`config.mk`:
```
export PLATFORM = sky130hd
export DESIGN_NAME = dmem_port_arbiter
export DESIGN_NICKNAME = d
export VERILOG_FILES = /design/src/rtl/dmem_arb_pkg.sv /design/src/rtl/dmem_arb_starve_ctr.sv /design/src/rtl/dmem_port_arbiter.sv
export SDC_FILE = /design/constraint.sdc
export NUM_CORES = 1
export LEC_CHECK = 0
export ABC_AREA = 1
export CAP_MARGIN = 10
export CELL_PAD_IN_SITES_DETAIL_PLACEMENT = 1
export CELL_PAD_IN_SITES_GLOBAL_PLACEMENT = 2
export CORE_UTILIZATION = 16
export CTS_CLUSTER_DIAMETER = 50
export CTS_CLUSTER_SIZE = 20
export DETAILED_ROUTE_END_ITERATION = 10
export PLACE_DENSITY_LB_ADDON = 0.2
export RECOVER_POWER = 100
export SLEW_MARGIN = 30
export SYNTH_ARGS = -nofsm -noshare
export SYNTH_HDL_FRONTEND = slang
export SYNTH_SLANG_ARGS = --single-unit
```
`constraint.sdc`:
```
create_clock -name clk_in -period 2.2 [get_ports clk_in]
set_input_delay 0.22 -clock clk_in [delete_from_list [all_inputs] [get_ports clk_in]]
set_output_delay 0.22 -clock clk_in [all_outputs]
set_load 0.02 [all_outputs]
```
`src/rtl/dmem_arb_pkg.sv`:
```
// Shared types and constants for the data-memory port arbiter.
// Optional ack timeout is enabled with the DMEM_TIMEOUT_EN macro.
package dmem_arb_pkg;

  localparam int ADDR_W = 32;
  localparam int DATA_W = 32;
  localparam int MASK_W = 4;

  localparam int STARVE_LIMIT_DEF   = 8;
  localparam int TIMEOUT_CYCLES_DEF = 64;

  typedef enum logic [1:0] {
    IDLE      = 2'd0,
    BUSY_CORE = 2'd1,
    BUSY_DMA  = 2'd2
  } arb_state_e;

  typedef enum logic [1:0] {
    OWN_NONE = 2'd0,
    OWN_CORE = 2'd1,
    OWN_DMA  = 2'd2
  } owner_e;

  typedef struct packed {
    logic              we;
    logic [ADDR_W-1:0] addr;
    logic [DATA_W-1:0] wdata;
    logic [MASK_W-1:0] mask;
  } dm_req_t;

endpackage

```
`src/rtl/dmem_arb_starve_ctr.sv`:
```
// Saturating count of cycles the DMA master has waited without a grant.
// Clears when the request is withdrawn or granted.
module dmem_arb_starve_ctr #(
  parameter int LIMIT = 8,
  parameter int W     = $clog2(LIMIT + 1)
) (
  input  logic clk_in,
  input  logic rst_n_in,
  input  logic req_in,
  input  logic gnt_in,
  output logic at_limit_out
);

  logic [W-1:0] cnt_q, cnt_d;

  always_comb begin
    cnt_d = cnt_q;
    if (!req_in || gnt_in) begin
      cnt_d = '0;
    end else if (cnt_q != W'(LIMIT)) begin
      cnt_d = cnt_q + 1'b1;
    end
  end

  always_ff @(posedge clk_in or negedge rst_n_in) begin
    if (!rst_n_in) begin
      cnt_q <= '0;
    end else begin
      cnt_q <= cnt_d;
    end
  end

  assign at_limit_out = (cnt_q == W'(LIMIT));

endmodule

```
`src/rtl/dmem_port_arbiter.sv`:
```
// Arbitrates core LSU and DMA/debug requests onto one registered data-memory port.
// Define DMEM_TIMEOUT_EN to add err_out and a forced completion after TIMEOUT_CYCLES.
module dmem_port_arbiter
  import dmem_arb_pkg::*;
#(
  parameter int STARVE_LIMIT = STARVE_LIMIT_DEF
`ifdef DMEM_TIMEOUT_EN
  , parameter int TIMEOUT_CYCLES = TIMEOUT_CYCLES_DEF
`endif
) (
  input  logic              clk_in,
  input  logic              rst_n_in,
  input  logic              core_req_in,
  input  logic              core_we_in,
  input  logic [ADDR_W-1:0] core_addr_in,
  input  logic [DATA_W-1:0] core_wdata_in,
  input  logic [MASK_W-1:0] core_mask_in,
  output logic              core_gnt_out,
  output logic [DATA_W-1:0] core_rdata_out,
  output logic              core_stall_out,
  input  logic              dma_req_in,
  input  logic              dma_we_in,
  input  logic [ADDR_W-1:0] dma_addr_in,
  input  logic [DATA_W-1:0] dma_wdata_in,
  input  logic [MASK_W-1:0] dma_mask_in,
  output logic              dma_gnt_out,
  output logic [DATA_W-1:0] dma_rdata_out,
  output logic              dm_req_out,
  output logic              dm_we_out,
  output logic [ADDR_W-1:0] dm_addr_out,
  output logic [DATA_W-1:0] dm_wdata_out,
  output logic [MASK_W-1:0] dm_mask_out,
  input  logic              dm_ack_in,
  input  logic [DATA_W-1:0] dm_rdata_in
`ifdef DMEM_TIMEOUT_EN
  , output logic            err_out
`endif
);

  arb_state_e state_q, state_d;
  dm_req_t    bus_q, bus_d;
  dm_req_t    core_bundle, dma_bundle;
  logic       dm_req_q, dm_req_d;
  owner_e     winner;
  logic       ack_done, force_done, done;
  logic       core_ok, dma_ok, starve_hit;

  assign core_bundle = '{we: core_we_in, addr: core_addr_in, wdata: core_wdata_in, mask: core_mask_in};
  assign dma_bundle  = '{we: dma_we_in, addr: dma_addr_in, wdata: dma_wdata_in, mask: dma_mask_in};

  assign ack_done = dm_ack_in && (state_q != IDLE);
  assign done     = ack_done || force_done;

`ifdef DMEM_TIMEOUT_EN
  localparam int TMO_W = $clog2(TIMEOUT_CYCLES + 1);
  logic [TMO_W-1:0] tmo_q, tmo_d;

  assign force_done = (state_q != IDLE) && !dm_ack_in && (tmo_q == TMO_W'(TIMEOUT_CYCLES - 1));
  assign tmo_d      = ((state_q == IDLE) || done) ? '0 : tmo_q + 1'b1;
  assign err_out    = force_done;

  always_ff @(posedge clk_in or negedge rst_n_in) begin
    if (!rst_n_in) begin
      tmo_q <= '0;
    end else begin
      tmo_q <= tmo_d;
    end
  end
`else
  assign force_done = 1'b0;
`endif

  // A forced (timed-out) completion never hands the bus over; only a real ack does.
  assign core_gnt_out   = (state_q == BUSY_CORE) && done;
  assign dma_gnt_out    = (state_q == BUSY_DMA) && done;
  assign core_rdata_out = (core_gnt_out && !force_done) ? dm_rdata_in : '0;
  assign dma_rdata_out  = (dma_gnt_out && !force_done) ? dm_rdata_in : '0;
  assign core_stall_out = core_req_in && !core_gnt_out;

  dmem_arb_starve_ctr #(
    .LIMIT(STARVE_LIMIT)
  ) u_starve_ctr (
    .clk_in      (clk_in),
    .rst_n_in    (rst_n_in),
    .req_in      (dma_req_in),
    .gnt_in      (dma_gnt_out),
    .at_limit_out(starve_hit)
  );

  // The retiring owner is excluded so the other side can follow back-to-back.
  assign core_ok = core_req_in && ((state_q == IDLE) || (ack_done && (state_q == BUSY_DMA)));
  assign dma_ok  = dma_req_in && ((state_q == IDLE) || (ack_done && (state_q == BUSY_CORE)));

  always_comb begin
    winner = OWN_NONE;
    if (dma_ok && starve_hit) begin
      winner = OWN_DMA;
    end else if (core_ok) begin
      winner = OWN_CORE;
    end else if (dma_ok) begin
      winner = OWN_DMA;
    end
  end

  always_comb begin
    state_d  = state_q;
    bus_d    = bus_q;
    dm_req_d = dm_req_q;
    if ((state_q == IDLE) || done) begin
      case (winner)
        OWN_CORE: begin
          state_d  = BUSY_CORE;
          bus_d    = core_bundle;
          dm_req_d = 1'b1;
        end
        OWN_DMA: begin
          state_d  = BUSY_DMA;
          bus_d    = dma_bundle;
          dm_req_d = 1'b1;
        end
        default: begin
          state_d  = IDLE;
          dm_req_d = 1'b0;
        end
      endcase
    end
  end

  always_ff @(posedge clk_in or negedge rst_n_in) begin
    if (!rst_n_in) begin
      state_q  <= IDLE;
      bus_q    <= '0;
      dm_req_q <= 1'b0;
    end else begin
      state_q  <= state_d;
      bus_q    <= bus_d;
      dm_req_q <= dm_req_d;
    end
  end

  assign dm_req_out   = dm_req_q;
  assign dm_we_out    = bus_q.we;
  assign dm_addr_out  = bus_q.addr;
  assign dm_wdata_out = bus_q.wdata;
  assign dm_mask_out  = bus_q.mask;

endmodule

```
==> impl_metrics.yaml, run 1 <==
status:
  status: "finished clean"
setup_path:
  crit_path_end_kind: "output pin"
  worstPathMaxFanout: 18
  rrSetupSlack_ps: 180
  crit_path_top_delay_cell: "clkdlybuf4s50_1"
  reg2reg_from: "u_starve_ctr.cnt_q[0]$_DFFE_PN0P_"
  path_depth: 5
  path_cells: "inv_1 -> nand3_1 -> buf_12 -> nor2_1 -> clkdlybuf4s50_1"
  cp_top_family: "buffers and inverters"
  critical_path_buf_inv_count: 3
  cp.required_ps: 1980
  rr_worst_depth: 10
  critPathMaxStageDelay_ps: 600
  cp_data_arrival_time_ps: 1890
  critPathLaunchType: "register"
  r2r-end: "dm_we_out$_DFFE_PN0P_"
  crit_type: "reg -> out"
floorplanning:
  ios: 312
  rows: 60
  die_area_um2: 28100
  die_w_um: 167
  core_um2: 26900
  fp.dieH_um: 167
  initial_core_util: 0.163
power_and_ir_drop:
  p_leak_nw: 4.19
  p_per_area_nw_per_um2: 1190
  ir_worst_vdd_mv: 0.454
  p_total_mw: 9.64
place:
  gp_congestion: 0.709
  io_buffers: 311
  place_inst: 1323
  place.detailed.hpwl_mm: 14.3
  placed_area_um2: 8060
logic_synthesis:
  synth_top_cell_area_share: 0.434
  syn_inst: 684
  syn_area_um2: 4380
  async_reset_ff_frac: 1.00
  ys_top_cells_by_area: "dfrtp_1 (43%), nand2_1 (25%), inv_1 (9.7%)"
  yosysMostFrequentCell: "nand2_1"
  synth_edf_count: 0
  synth_seq_area_share: 0.434
  yosysUniqueCellTypes: 18
  synth-seq-cells: 76
  ys_warn_count: 0
  synth_fp_nets: 863
  syn_area_per_cell_um2: 6.41
  ys_top_cells_by_count: "nand2_1 (297), inv_1 (113), dfrtp_1 (76), o21ai_0 (71), nor2_1 (70)"
  synth_top_flop_cell: "dfrtp_1"
  synth_top_cell_by_area: "dfrtp_1"
final_layout:
  diodes: 0
  area_delta_synth_final_pct: 85.5
  fin_nets: 1174
  drive_gt1_frac: 0.0410
  fill_cells: 3333
  layoutNonFillerInstCount: 1341
  design_area_um2: 8130
global_route:
  grt_use_total: 0.133
  antenna_found_initial: 0
  grt_pass1_vias: 5230
  grt_first_pass_wirelength_mm: 29.0
  grt_overflow: 0
  grt_max_degree: 51
worst_hold_path:
  holdPathStages: 2
  hold_path_end: "dm_addr_out[2]$_DFFE_PN0P_"
  hold_path_startpoint: "dm_addr_out[2]$_DFFE_PN0P_"
  hold_class: "reg -> reg"
clock_tree:
  cts_buffers: 9
  ctsRootBufferMaster: "clkbuf_16"
  clk_pin_slew_worst_paths_ps: 60
  tritoncts: "done"
  clock-sinks: 76
  clk_path_buf_depth: 2
  cts_setup_buffers: 0
  h-tree-depth: 3
  clkLatencyLatePin_ps: 340
routing:
  dr.pass1.iters: 4
  ant_nets: 0
  wire_per_inst_um: 13.9
  wirelength_mm: 18.6
  drtIter0Drc: 116
  viasPerCell: 3.83
  post-route-drc-count: 0
  vias: 5134
sta:
  fin_worst_skew_ps: 5.82
  min_period_ps: 2110
  slew_viol_final: 0
  setup_viol: 0
  timing.final.hold_violations: 0
  grt_setup_unrepaired: "no"
  tightest_slew_ps: 1030
  fin_hold_ws_ps: 472
  maxClockFrequency_mhz: 475
  timing.slew.headroom: 0.311
  period_share: 0.957
flow_run:
  drv_cap: 0
## state kept, by name, summed over array words and instances, names as in the netlist
register / flops
dm_mask_out: 4
u_starve_ctr.cnt_q: 4
state_q: 2
dm_we_out: 1
dm_addr_out: 32
dm_wdata_out: 32
dm_req_out: 1
## logic make-up after synthesis
group	after synthesis	synth area share
AND/OR/NAND/NOR	376	0.325
AO/OA/AOI/OAI	78	0.0911
flip-flops	76	0.434
adder cells (fa/ha/maj)	4	0.0114
XOR/XNOR	1	0.00200
buffers and inverters	149	0.136
## how the worst max path moves through the flow
stage                                                 start                            to
after floorplan           u_starve_ctr.cnt_q[0]$_DFFE_PN0P_  dm_wdata_out[17]$_DFFE_PN0P_
after global placement                            dm_ack_in   dm_addr_out[30]$_DFFE_PN0P_
after detailed placement                          dm_ack_in   dm_addr_out[28]$_DFFE_PN0P_
after CTS                            state_q[0]$_DFFE_PN0N_             dma_rdata_out[16]
after global routing                 state_q[1]$_DFFE_PN0N_            core_rdata_out[27]
final                                state_q[1]$_DFFE_PN0N_            core_rdata_out[27]
## cell usage in the layout, fill, tap and decap left out, types with 2 or more instances in the layout
cell type          n
a21oi_1            4
buf_12             8
buf_4              7
bufinv_16          2
clkbuf_1          38
clkbuf_16         10
clkbuf_2           2
clkbuf_4           2
clkdlybuf4s50_1  175
clkinvlp_4         2
dfrtp_1           76
dlygate4sd2_1     31
dlygate4sd3_1     71
ha_1               3
inv_1            113
nand2_1          297
nand3_1            7
nor2_1            69
o21ai_0           71
o21bai_1           2
## routing by layer
metal | vias to the layer above | part of all wire | GRT usage
met5 | - | 0 | 0
met4 | 0 | 0.0094 | 0.0383
met3 | 9 | 0.093 | 0.0496
met2 | 205 | 0.47 | 0.230
met1 | 2292 | 0.42 | 0.152
li1 | 2628 | - | -
## cell type report
| cell class | instances | area, um2 | share of cell area |
|---|---|---|---|
| tap | 341 | 427 | 0.0525 |
| sequential | 76 | 1900 | 0.234 |
| timing repair buffer | 335 | 3140 | 0.386 |
| clock inverter | 5 | 83.8 | 0.0103 |
| clock buffer | 11 | 243 | 0.0299 |
| multi-input combinational | 459 | 1900 | 0.234 |
| inverter | 114 | 428 | 0.0526 |
## worst reg2reg max path, stage by stage (launching register included)
cell and delay, ps:
dfrtp_1 420, inv_1 90, ha_1 170, nand3_1 130
nand3_1 130, nand2_1 70, ha_1 330, a21oi_4 190
buf_12 230, nand2_1 130, nand2_1 70
## through the flow
step                      setup TNS [ps]  utilization  setup slack [ps]
after global placement                 0        0.300              14.2
after floorplan                        0            -               224
after global routing                   0        0.302              4.75
final                                  0        0.302              93.7
after detailed placement           -45.6        0.300             -15.2
after CTS                              0        0.311             0.888
## report_power, final
part           internal, mW  leakage [nW]  total [mW]  switching (mW)
clock network          1.03         0.152        1.66           0.630
registers              2.08         0.945        2.42           0.335
logic                  2.20          3.09        5.56            3.36
total                  5.31          4.19        9.64            4.33
## timing repair
action | CTS | global route
pin swaps | 0 | 1
cloned | 0 | 1
endpoints found under the setup margin | 31 | 51
resized for setup | 31 | 35
endpoints found under the hold margin | 34 | 0
hold buffers | 1 | 0
(Power assumes the default switching activity.)
==> inputs of run 2 (changes only) <==
Settings changed: CAP_MARGIN 10 to 20, CORE_MARGIN from default to 1.
==> results of run 2 <==
The final DEF is identical to that of run 1; final timing and power are the same.
==> inputs of run 3 (changes only) <==
Settings changed: MAX_ROUTING_LAYER from default to met4.
==> run 3 against run 2 <==
Hold slack barely moved. Total power barely moved. Via count rose by 0.14%. Core utilization did not move. Combinational power barely moved. Flip-flop and latch count did not move.
==> impl_metrics.yaml, run 3 (synthesis gave the netlist of run 1 again) <==
clock_tree:
  clk_path_buf_depth: 2
  h-tree-depth: 3
  cts_buffers: 9
  clkLatencyLatePin_ps: 340
  tritoncts: "done"
  clock-sinks: 76
  ctsRootBufferMaster: "clkbuf_16"
  clk_pin_slew_worst_paths_ps: 60
routing:
  wirelength_mm: 18.7
  vias: 5141
  viasPerCell: 3.83
  ant_nets: 0
  post-route-drc-count: 0
  wire_per_inst_um: 13.9
  dr.pass1.iters: 4
  drtIter0Drc: 101
sta:
  finalWorstSetupSlack_ps: 94.4
  tightest_slew_ps: 1040
  slew_viol_final: 0
  grt_setup_unrepaired: "no"
  setup_viol: 0
  maxClockFrequency_mhz: 475
  fin_hold_ws_ps: 472
  timing.final.hold_violations: 0
  min_period_ps: 2110
  period_share: 0.957
  fin_worst_skew_ps: 6.42
  timing.slew.headroom: 0.309
setup_path:
  crit_type: "reg -> out"
  worstPathMaxFanout: 18
  critPathMaxStageDelay_ps: 600
  crit_path_top_delay_cell: "clkdlybuf4s50_1"
  cp.required_ps: 1980
  path_cells: "inv_1 -> nand3_1 -> buf_12 -> nor2_1 -> clkdlybuf4s50_1"
  cp_data_arrival_time_ps: 1890
  crit_path_end_kind: "output pin"
  critPathLaunchType: "register"
floorplanning:
  initial_core_util: 0.163
  die_area_um2: 28100
  fp.dieH_um: 167
  core_um2: 26900
  ios: 312
  rows: 60
  die_w_um: 167
global_route:
  use_met3: 0.0456
  use_met1: 0.155
  top_usage_layer: "met2"
  grt_first_pass_wirelength_mm: 29.0
  antenna_found_initial: 0
  grt_pass1_vias: 5248
  met2_usage: 0.231
  grt_use_total: 0.137
  grt_overflow: 0
  grt_max_degree: 51
final_layout:
  final_common_cell: "nand2_1"
  diodes: 0
  fin_nets: 1174
  design_area_um2: 8130
  final_cell_mix: "nand2_1 (297), clkdlybuf4s50_1 (175), inv_1 (113)"
  drive_gt1_frac: 0.0410
  final_util: 0.302
  area_delta_synth_final_pct: 85.5
power_and_ir_drop:
  ir_worst_vdd_mv: 0.451
  p_per_area_nw_per_um2: 1190
  netSwitchingFraction: 0.449
  power.internal_mw: 5.31
  comb_power_share: 0.576
  seqPwrFrac: 0.251
  p_clk_frac: 0.173
  p_leak_nw: 4.19
  p_switching_mw: 4.33
  p_total_mw: 9.64
status:
  status: "finished clean"
worst_hold_path:
  hold_class: "reg -> reg"
place:
  placed_area_um2: 8060
  place.detailed.hpwl_mm: 14.3
  io_buffers: 311
  place_ws_ps: -15.2
  gp_congestion: 0.717
flow_run:
  drv_cap: 0
==> run 3: cell counts in the layout (fill, tap and decap cells not counted) <==
No cell type changed its count.
==> run 3: critical path: cells and delay by family, from the launching register on <==
family | cells | cell delay [ps]
and+or+nand+nor | 2 | 210
DFF | 1 | 410
buffers and inverters | 3 | 910
==> run 3: path summary, 6_finish.rpt <==
check / start / endpoint / slack (ps) / cells after the start
worst max-delay path: state_q[1]$_DFFE_PN0N_ / core_rdata_out[27] / 90 / 5
worst min-delay path: dm_addr_out[2]$_DFFE_PN0P_ / dm_addr_out[2]$_DFFE_PN0P_ / 470 / 2
worst max register to register: u_starve_ctr.cnt_q[0]$_DFFE_PN0P_ / dm_we_out$_DFFE_PN0P_ / 190 / 10
worst min register to register: dm_addr_out[2]$_DFFE_PN0P_ / dm_addr_out[2]$_DFFE_PN0P_ / 470 / 2
max in group asynchronous: rst_n_in / dm_addr_out[10]$_DFFE_PN0P_ / 450 / 3
min in group asynchronous: rst_n_in / dm_wdata_out[6]$_DFFE_PN0P_ / 590 / 2
==> run 3: cell type report <==
cell class | count | area (um2)
Clock buffer | 11 | 243
Clock inverter | 5 | 83.8
Fill cell | 3333 | 18700
Inverter | 114 | 428
Multi-Input combinational cell | 459 | 1900
Sequential cell | 76 | 1900
Tap cell | 341 | 427
Timing Repair Buffer | 335 | 3140
==> run 3: power groups by stage <==
stage	Combinational, mW	Clock, mW	Sequential [mW]
floorplan	2.30	0	3.20
global placement	6.07	0	2.45
detailed placement	6.11	0	2.47
CTS	6.06	1.74	2.46
global route	6.19	1.80	2.51
finish	5.56	1.66	2.42
==> run 3: stage by stage <==
stage	instances	setup TNS, ps
6_report	1341	0
3_5_place_dp	1323	-45.6
2_1_floorplan	684	0
4_1_cts	1340	0
3_3_place_gp	1323	0
5_1_grt	1341	0
==> run 3: what timing repair did <==
action / in CTS / in global routing
endpoints found under the hold margin: 34 / 0
hold buffers: 1 / 0
setup endpoints to repair: 31 / 50
resized for setup: 31 / 35
gates cloned: 0 / 1
pin swaps: 0 / 1
buffers inserted: 0 / 0
==> run 3: routing by layer <==
metal	part of all wire	vias to the layer above
li1	-	2629
met1	0.43	2295
met2	0.47	206
met3	0.087	11
met4	0.0098	0
met5	0	-
